==> config.mk <==
export PLATFORM = sky130hd
export DESIGN_NAME = fetch_unit
export DESIGN_NICKNAME = d
export VERILOG_FILES = /design/src/rtl/fetch_pkg.sv /design/src/rtl/fetch_fifo.sv /design/src/rtl/fetch_unit.sv
export SDC_FILE = /design/constraint.sdc
export NUM_CORES = 1
export LEC_CHECK = 0
export CORE_ASPECT_RATIO = 0.5
export CORE_UTILIZATION = 58
export CTS_BUF_LIST = sky130_fd_sc_hd__clkbuf_4 sky130_fd_sc_hd__clkbuf_8
export CTS_CLUSTER_SIZE = 28
export DETAILED_ROUTE_END_ITERATION = 8
export GPL_ROUTABILITY_DRIVEN = 0
export HOLD_SLACK_MARGIN = 0.06
export PLACE_DENSITY = 0.95
export SETUP_SLACK_MARGIN = 0.2
export SLEW_MARGIN = 20
export SYNTH_ARGS = -nofsm -noshare
export SYNTH_HDL_FRONTEND = slang
export SYNTH_SLANG_ARGS = --single-unit
export TNS_END_PERCENT = 30
==> constraint.sdc <==
create_clock -name clk -period 5.5 [get_ports clk]
set_input_delay 1.65 -clock clk [delete_from_list [all_inputs] [get_ports clk]]
set_output_delay 1.65 -clock clk [all_outputs]
set_load 0.03 [all_outputs]
==> src/rtl/fetch_pkg.sv <==
// Shared types and helpers for the instruction fetch front end.
// Bundle width is a module parameter, so the entry struct lives in fetch_unit.
package fetch_pkg;

    localparam int unsigned PC_W = 64;

    typedef enum logic {
        IDLE = 1'b0,
        WAIT = 1'b1
    } fetch_state_t;

    function automatic logic [PC_W-1:0] pc_align(input logic [PC_W-1:0] pc,
                                                 input int unsigned      step);
        return pc & ~(PC_W'(step) - 64'd1);
    endfunction

endpackage

==> src/rtl/fetch_fifo.sv <==
// Small synchronous FIFO with flush; head is the oldest registered entry.
// Zero-latency head visibility; push when full is dropped (caller guarantees space).
module fetch_fifo #(
    parameter int unsigned DATA_W = 128,
    parameter int unsigned DEPTH  = 2
) (
    input  logic                     clk,
    input  logic                     rst_n,
    input  logic                     i_push,
    input  logic [DATA_W-1:0]        i_push_dat,
    input  logic                     i_pop,
    input  logic                     i_flush,
    output logic [$clog2(DEPTH):0]   o_count,
    output logic                     o_full,
    output logic [DATA_W-1:0]        o_head_dat
);

    localparam int unsigned    PTR_W    = $clog2(DEPTH);
    localparam logic [PTR_W:0] FULL_CNT = (PTR_W + 1)'(DEPTH);

    logic [DATA_W-1:0] r_mem [DEPTH];
    logic [PTR_W-1:0]  r_wr_ptr;
    logic [PTR_W-1:0]  r_rd_ptr;
    logic [PTR_W:0]    r_count;
    logic              w_do_push;
    logic              w_do_pop;

    assign w_do_push  = i_push && (r_count != FULL_CNT);
    assign w_do_pop   = i_pop && (r_count != '0);
    assign o_count    = r_count;
    assign o_full     = (r_count == FULL_CNT);
    assign o_head_dat = r_mem[r_rd_ptr];

    // Pointers wrap naturally because DEPTH is a power of two.
    always_ff @(posedge clk or negedge rst_n) begin
        if (!rst_n) begin
            for (int i = 0; i < int'(DEPTH); i++) begin
                r_mem[i] <= '0;
            end
            r_wr_ptr <= '0;
            r_rd_ptr <= '0;
            r_count  <= '0;
        end else if (i_flush) begin
            r_wr_ptr <= '0;
            r_rd_ptr <= '0;
            r_count  <= '0;
        end else begin
            if (w_do_push) begin
                r_mem[r_wr_ptr] <= i_push_dat;
                r_wr_ptr        <= r_wr_ptr + 1'b1;
            end
            if (w_do_pop) begin
                r_rd_ptr <= r_rd_ptr + 1'b1;
            end
            r_count <= r_count + {{PTR_W{1'b0}}, w_do_push} - {{PTR_W{1'b0}}, w_do_pop};
        end
    end

endmodule

==> src/rtl/fetch_unit.sv <==
// Owns the PC, issues one MMU fetch at a time, buffers PC-tagged bundles for decode.
// One IDLE cycle between requests; issue stalls while the output FIFO is full.
module fetch_unit
    import fetch_pkg::*;
#(
    parameter int unsigned INSTRUCTIONSIZE = 64,
    parameter logic [63:0] RESET_PC        = 64'h0,
    parameter int unsigned DEPTH           = 2
) (
    input  logic                       clk,
    input  logic                       rst_n,
    output logic [63:0]                fetch_address,
    output logic                       fetch_req,
    input  logic [INSTRUCTIONSIZE-1:0] fetch_instruction,
    input  logic                       fetch_done,
    input  logic                       redirect_valid,
    input  logic [63:0]                redirect_pc,
    output logic                       out_valid,
    input  logic                       out_ready,
    output logic [INSTRUCTIONSIZE-1:0] out_instruction,
    output logic [63:0]                out_pc
);

    localparam int unsigned       STEP        = INSTRUCTIONSIZE / 8;
    localparam int unsigned       CNT_W       = $clog2(DEPTH) + 1;
    localparam logic [CNT_W-1:0]  DEPTH_CNT   = CNT_W'(DEPTH);
    localparam logic [63:0]       STEP_PC     = 64'(STEP);
    localparam logic [63:0]       RESET_PC_AL = pc_align(RESET_PC, STEP);

    typedef struct packed {
        logic [INSTRUCTIONSIZE-1:0] instruction;
        logic [63:0]                pc;
    } fetch_entry_t;

    fetch_state_t     r_state;
    fetch_state_t     w_state_nxt;
    logic [63:0]      r_pc;
    logic             r_drop;
    logic             r_fetch_req;
    logic [63:0]      r_fetch_addr;
    logic             w_issue;
    logic             w_accept;
    logic             w_push;
    logic             w_pop;
    logic             w_flush;
    logic             w_full;
    logic [CNT_W-1:0] w_count;
    fetch_entry_t     w_push_entry;
    fetch_entry_t     w_head_entry;

    always_ff @(posedge clk or negedge rst_n) begin
        if (!rst_n) begin
            r_state <= IDLE;
        end else begin
            r_state <= w_state_nxt;
        end
    end

    always_comb begin
        w_state_nxt = r_state;
        case (r_state)
            IDLE:    if (!redirect_valid && (w_count < DEPTH_CNT)) w_state_nxt = WAIT;
            WAIT:    if (fetch_done) w_state_nxt = IDLE;
            default: w_state_nxt = IDLE;
        endcase
    end

    // Redirect wins over both the push of a returning bundle and a decode pop.
    always_comb begin
        w_issue  = 1'b0;
        w_accept = 1'b0;
        case (r_state)
            IDLE:    w_issue  = !redirect_valid && (w_count < DEPTH_CNT);
            WAIT:    w_accept = fetch_done;
            default: ;
        endcase
        w_flush = redirect_valid;
        w_push  = w_accept && !r_drop && !redirect_valid;
        w_pop   = out_valid && out_ready && !redirect_valid;
    end

    always_ff @(posedge clk or negedge rst_n) begin
        if (!rst_n) begin
            r_pc         <= RESET_PC_AL;
            r_drop       <= 1'b0;
            r_fetch_req  <= 1'b0;
            r_fetch_addr <= RESET_PC_AL;
        end else begin
            if (w_issue) begin
                r_fetch_req  <= 1'b1;
                r_fetch_addr <= r_pc;
            end else if (w_accept) begin
                r_fetch_req  <= 1'b0;
            end

            if (redirect_valid) begin
                r_pc <= pc_align(redirect_pc, STEP);
            end else if (w_push) begin
                r_pc <= r_pc + STEP_PC;
            end

            // The MMU cannot be cancelled, so a stale response is marked for discard.
            if (w_accept) begin
                r_drop <= 1'b0;
            end else if (redirect_valid && (r_state == WAIT)) begin
                r_drop <= 1'b1;
            end
        end
    end

    assign w_push_entry = '{instruction: fetch_instruction, pc: r_pc};

    fetch_fifo #(
        .DATA_W ($bits(fetch_entry_t)),
        .DEPTH  (DEPTH)
    ) u_fifo (
        .clk        (clk),
        .rst_n      (rst_n),
        .i_push     (w_push),
        .i_push_dat (w_push_entry),
        .i_pop      (w_pop),
        .i_flush    (w_flush),
        .o_count    (w_count),
        .o_full     (w_full),
        .o_head_dat (w_head_entry)
    );

    assign fetch_req       = r_fetch_req;
    assign fetch_address   = r_fetch_addr;
    assign out_valid       = (w_count != '0);
    assign out_instruction = w_head_entry.instruction;
    assign out_pc          = w_head_entry.pc;

    // Space is reserved at issue time with one request outstanding.
    a_no_push_when_full: assert property (@(posedge clk) disable iff (!rst_n) !(w_push && w_full));

endmodule

Word-level counts from Yosys, hierarchy flattened
Cells that the tools add are included.

Add/subtract/negate cells: 5. $lt $le $gt $ge: 4. Equal/unequal tests: 1. Multiplexer cells: 22. Bitwise operators: 4. Reductions and logical operators: 18.

Operators with widths (number): $mux 128 (4); $bwmux 256 (1); $demux 128 s1 (1); $mux 64 (2); $add 64x4->64 const B (1); $mux 1 (12); $reduce_bool 2->1 (6); $logic_and 1x1->1 (9); $ge 2x2->1 const B (2); $not 1->2 (2); $add 1x1->1 const B (2); $add 2x1->2 (1); $logic_not 1->1 (2); $lt 2x1->1 const B (1); $lt 2x2->1 const B (1); $mux 2 (1); $ne 2x2->1 const B (1); $not 1->1 (2); $pmux 1 s2 (1); $reduce_and 2->1 (1); $sub 2x1->2 (1).

Bits in registers: 391. Input bits: 133. Output and inout port bits: 194.

Depth between registers and ports, before layout
Depth after elaboration: 7. Mapped depth: 9. Gate-level depth less buffers: 8.

Cells and area by module
Synthesis repeated with hierarchy kept, for this count alone.

Cells, all modules: 1280. Area total of the unflattened synthesis: 17444.2 µm².

By module, submodules not included: fetch_fifo (times used 1, cells an instance 706, area an instance 11347.1 µm², sequential area each 6506.2 µm²); fetch_unit (times used 1, cells an instance 574, area an instance 6097.1 µm², sequential area each 3128.0 µm²).

Worst setup path before layout
Ideal clock, no wire load.

Kind: input-to-reg. From: in redirect_valid. To: reg u_fifo.r_count[0], in the netlist u_fifo.o_count[0]. Library setup time: 129 ps. Data arrival time: 3267 ps. Required time: 5371 ps. Slack: 2104 ps. Stages: 8. Buffers on the path: 3. Path through: clkbuf_1 > clkbuf_1 > buf_1 > nor2_1 > ha_1 > inv_1 > ha_1 > nor2b_1.

Cells in the longest elaborated chain, start to end: 6.

RTL lines: start, declared (RTL line fetch_unit.sv:16) `input logic redirect_valid,`; $logic_not 1->1 (RTL line fetch_unit.sv:78, fetch_unit.sv:79); $logic_and 1x1->1 (RTL line fetch_unit.sv:78) `w_push = w_accept && !r_drop && !redirect_valid;`; $logic_and 1x1->1 (RTL line fetch_fifo.sv:28) `assign w_do_push = i_push && (r_count != FULL_CNT);`; $add 2x1->2 (RTL line fetch_fifo.sv:55) `r_count <= r_count + {{PTR_W{1'b0}}, w_do_push} - {{PTR_W{1'b0}}, w_do_pop};`; $sub 2x1->2 (RTL line fetch_fifo.sv:55); $mux 2 * (RTL line fetch_fifo.sv:43) `end else if (i_flush) begin`; end signal, assigned (RTL line fetch_fifo.sv:55); end, declared (RTL line fetch_fifo.sv:24) `logic [PTR_W:0] r_count;`.

Mark *: on every way between the ends. The rest lies on a longest branch, timed or not. A chain may end at the register's enable or synchronous reset.

Worst setup path after layout
From: reg u_fifo.r_rd_ptr. To: out out_pc[37].

Cells in the longest elaborated chain, start to end: 4.

RTL lines: start, declared (RTL line fetch_fifo.sv:23) `logic [PTR_W-1:0] r_rd_ptr;`; start signal, assigned (RTL line fetch_fifo.sv:53) `r_rd_ptr <= r_rd_ptr + 1'b1;`; $not 1->2 (implied by the code) (RTL line fetch_fifo.sv:32) `assign o_head_dat = r_mem[r_rd_ptr];`; $mux 128 (implied by the code) (3 in series) (RTL line fetch_fifo.sv:32); end, declared (RTL line fetch_unit.sv:21) `output logic [63:0] out_pc`.

No other way between the ends. The select of a mux whose other input is x is not followed.

==> out/metrics.yaml <==
place:
  io_buffers: 317
  dp_hpwl_um: 29300
  placed_area_sq_mm: 0.0205
sta:
  rsz0062_at_grt: "no"
  relSlewSlack_pct: 35.7
  tightest_slew_ns: 0.965
  setup_violations: 0
  fmax_mhz: 232
  hold_viol_final: 0
  period_needed_ns: 4.31
  setup_tns_ns: 0
  finClkSkew_ns: 0.0251
  hold_ws_ns: 0.501
  post-route-period-util_pct: 78.3
  drv_slew: 0
critical_path:
  endpoint_kind: "primary output"
  cp_slowest_stage_delay_ns: 0.60
  reg2reg_from: "r_state$_DFF_PN0_"
  crit_arrival_ns: 2.66
  worstSetupPathType: "flip-flop to primary output"
  required_ns: 3.85
  cp_cell_sequence: "buf_4 -> mux2_2 -> clkdlybuf4s50_1"
  slowest_stage: "clkdlybuf4s50_1"
  crit_fanout: 45
  timing.rr.end: "u_fifo.r_mem[89]$_DFFE_PN0P_"
  r2r_slack_ns: 2.65
  startpoint_type: "flip-flop"
  rr_worst_depth: 5
floorplan:
  std_cell_rows: 43
  design.die.area_sq_mm: 0.0301
  die_h_um: 123
  top_level_ports: 327
  core_area_sq_mm: 0.0283
  die_x_um: 244
  start_util_pct: 60.2
cells_and_area:
  multi_input_area_sq_mm: 0.00715
  utilization_pct: 76.7
  regArea_sq_mm: 0.00949
  drive_above_1_share_pct: 35.7
  fillers: 1617
  area_growth_syn_to_layout_pct: 27.4
  fin_area_sq_mm: 0.0217
  nets: 1701
global_routing:
  grt_usage_pct: 30.0
  grt_pass1_wl_um: 70100
  overflow: 0
  grt_max_degree: 115
  antenna_found_initial: 3
  grt_pass1_vias: 12700
route:
  drt-total-wl_um: 44600
  via_per_inst: 5.90
  antenna_left: 0
  wl_met2_um: 22700
  dr_wl_met3_um: 2430
  wl_per_cell_um: 22.4
  drc: 0
  first_iter_violations: 761
  wl_met1_um: 17500
  vias: 11700
  highest_layer: "met4"
  first_pass_iters: 5
logic_synthesis:
  synth_flop_cell: "dfrtp_1"
  ys_types: 48
  synth_edf_count: 0
  seq_area_frac_synth_pct: 55.7
  post_synth_fa_ha_maj_area_fraction_pct: 0.220
  syn_area_sq_mm: 0.0170
  synthXorXnorAreaFrac_pct: 2.47
  yosys.area_share.simple_pct: 7.34
  muxShareOfSynthArea_pct: 29.1
  synthArstFlopShare_pct: 100
  synth-seq-cells: 379
  synth_compound_area_share_pct: 2.57
  synthCells: 1257
  yosys_warnings: 0
  synth_top_family_by_area: "multiplexers"
  avgSynthCellArea_sq_um: 13.6
clock_network:
  clkSinkCount: 379
  clockBufferDepth: 3
  htree_levels: 2
  post_cts_buffers: 0
  cts_buffers: 52
  clk_latency_ns: 0.60
  cts_tree: "yes"
  post_cts_resized: 0
  hold_buffers: 0
  cts.reportedPaths.clkPinSlew_ns: 0.07
  clock-root-buffer: "clkbuf_8"
power:
  power_density_mw_per_mm2: 533
  p_leak_nw: 9.21
  ir_drop_uv: 393
  finalPower_mw: 11.6
run_status:
  status: "finished, final reports clean"
hold_path:
  hold_class: "flip-flop to flip-flop"
  worstHoldStart: "u_fifo.r_mem[175]$_DFFE_PN0P_"
  whs_endpoint: "u_fifo.r_mem[175]$_DFFE_PN0P_"
  holdPathStages: 1
job:
  drv_cap: 0
==> cell families after synthesis <==
group | Yosys count
muxes | 441
DFF | 379
and+or+nand+nor | 212
buffers and inverters | 96
AOI/OAI and AO/OA | 77
xor gates and xnor gates | 48
adders and majority gates | 3
other | 1
==> routing by layer <==
layer / global-route usage (%) / vias to the layer above
li1: - / 5111
met1: 36.4 / 6045
met2: 52.0 / 431
met3: 6.34 / 150
met4: 14.3 / 0
met5: 0 / -
==> worst max path at each step <==
stage	start	cells past startpoint	slack, ns	endpoint
after global routing	u_fifo.r_rd_ptr$_DFFE_PN0P_	3	1.11	out_pc[27]
after CTS	u_fifo.r_rd_ptr$_DFFE_PN0P_	3	1.16	out_pc[18]
after detailed placement	fetch_done	6	0.92	u_fifo.r_mem[89]$_DFFE_PN0P_
after global placement	fetch_done	6	1.03	u_fifo.r_mem[68]$_DFFE_PN0P_
after floorplan	redirect_valid	8	2.10	u_fifo.o_count[0]$_DFF_PN0_
final	u_fifo.r_rd_ptr$_DFFE_PN0P_	3	1.19	out_pc[37]
==> critical path: cells and delay by family (launching register included) <==
family	cells	cell delay, ns
buffers and inverters	2	1.16
flip-flops	1	0.43
multiplexers	1	0.44
==> power by group <==
part | internal [mW] | total, mW | switching, mW
Combinational | 2.34 | 4.80 | 2.46
Clock | 1.31 | 2.40 | 1.09
Sequential | 3.76 | 4.37 | 0.613
Total | 7.41 | 11.6 | 4.17
==> cells in the mapped netlist (all sizes together), types with 4 or more instances <==
cell type,number,area share [%]
inv,13,0.29
nor3,11,0.32
nand2,66,1.5
o21ai,49,1.4
buf,37,1.3
or4,11,0.48
nand3,21,0.72
o31ai,5,0.22
xor2,27,1.4
mux2,440,29
nor4,19,1.3
or3,8,0.29
nand4,28,1.2
nor2,27,0.59
a31oi,12,0.44
dfrtp,379,56
xnor2,21,1.1
and4,4,0.21
clkbuf,46,1.0
==> layout make-up <==
class | instances | share of cell area [%]
sequential | 379 | 43.7
multi-input combinational | 787 | 32.9
timing repair buffer | 332 | 15.5
clock buffer | 78 | 4.63
tap | 382 | 2.20
clock inverter | 15 | 0.715
inverter | 13 | 0.225
antenna | 5 | 0.0576
==> state kept, by name (all words and copies together) (netlist names) <==
register	flops
u_fifo.r_rd_ptr	1
fetch_address	61
r_pc	61
r_drop	1
u_fifo.o_count	2
u_fifo.r_wr_ptr	1
r_state	1
u_fifo.r_mem	250
fetch_req	1
==> stage by stage <==
stage               std cells  setup slack, ns
finish                   1991             1.19
global route             1989             1.11
CTS                      1986             1.16
detailed placement       1893            0.921
global placement         1893             1.03
floorplan                1262             2.10
==> layout by cell type, fill, tap and decap left out, drive strengths merged, types with 4 or more instances in the layout <==
master	count
nand2	66
clkinv	10
o21ai	49
diode	5
clkbuf	78
nor4	19
clkdlybuf4s50	315
a31oi	12
or4	11
nor3	11
conb	6
o31ai	5
xnor2	21
inv	13
mux2	440
and4	4
nand3	21
dfrtp	379
buf	17
nand4	28
nor2	27
or3	8
xor2	27
No activity file was read; power rests on OpenSTA's default activity.
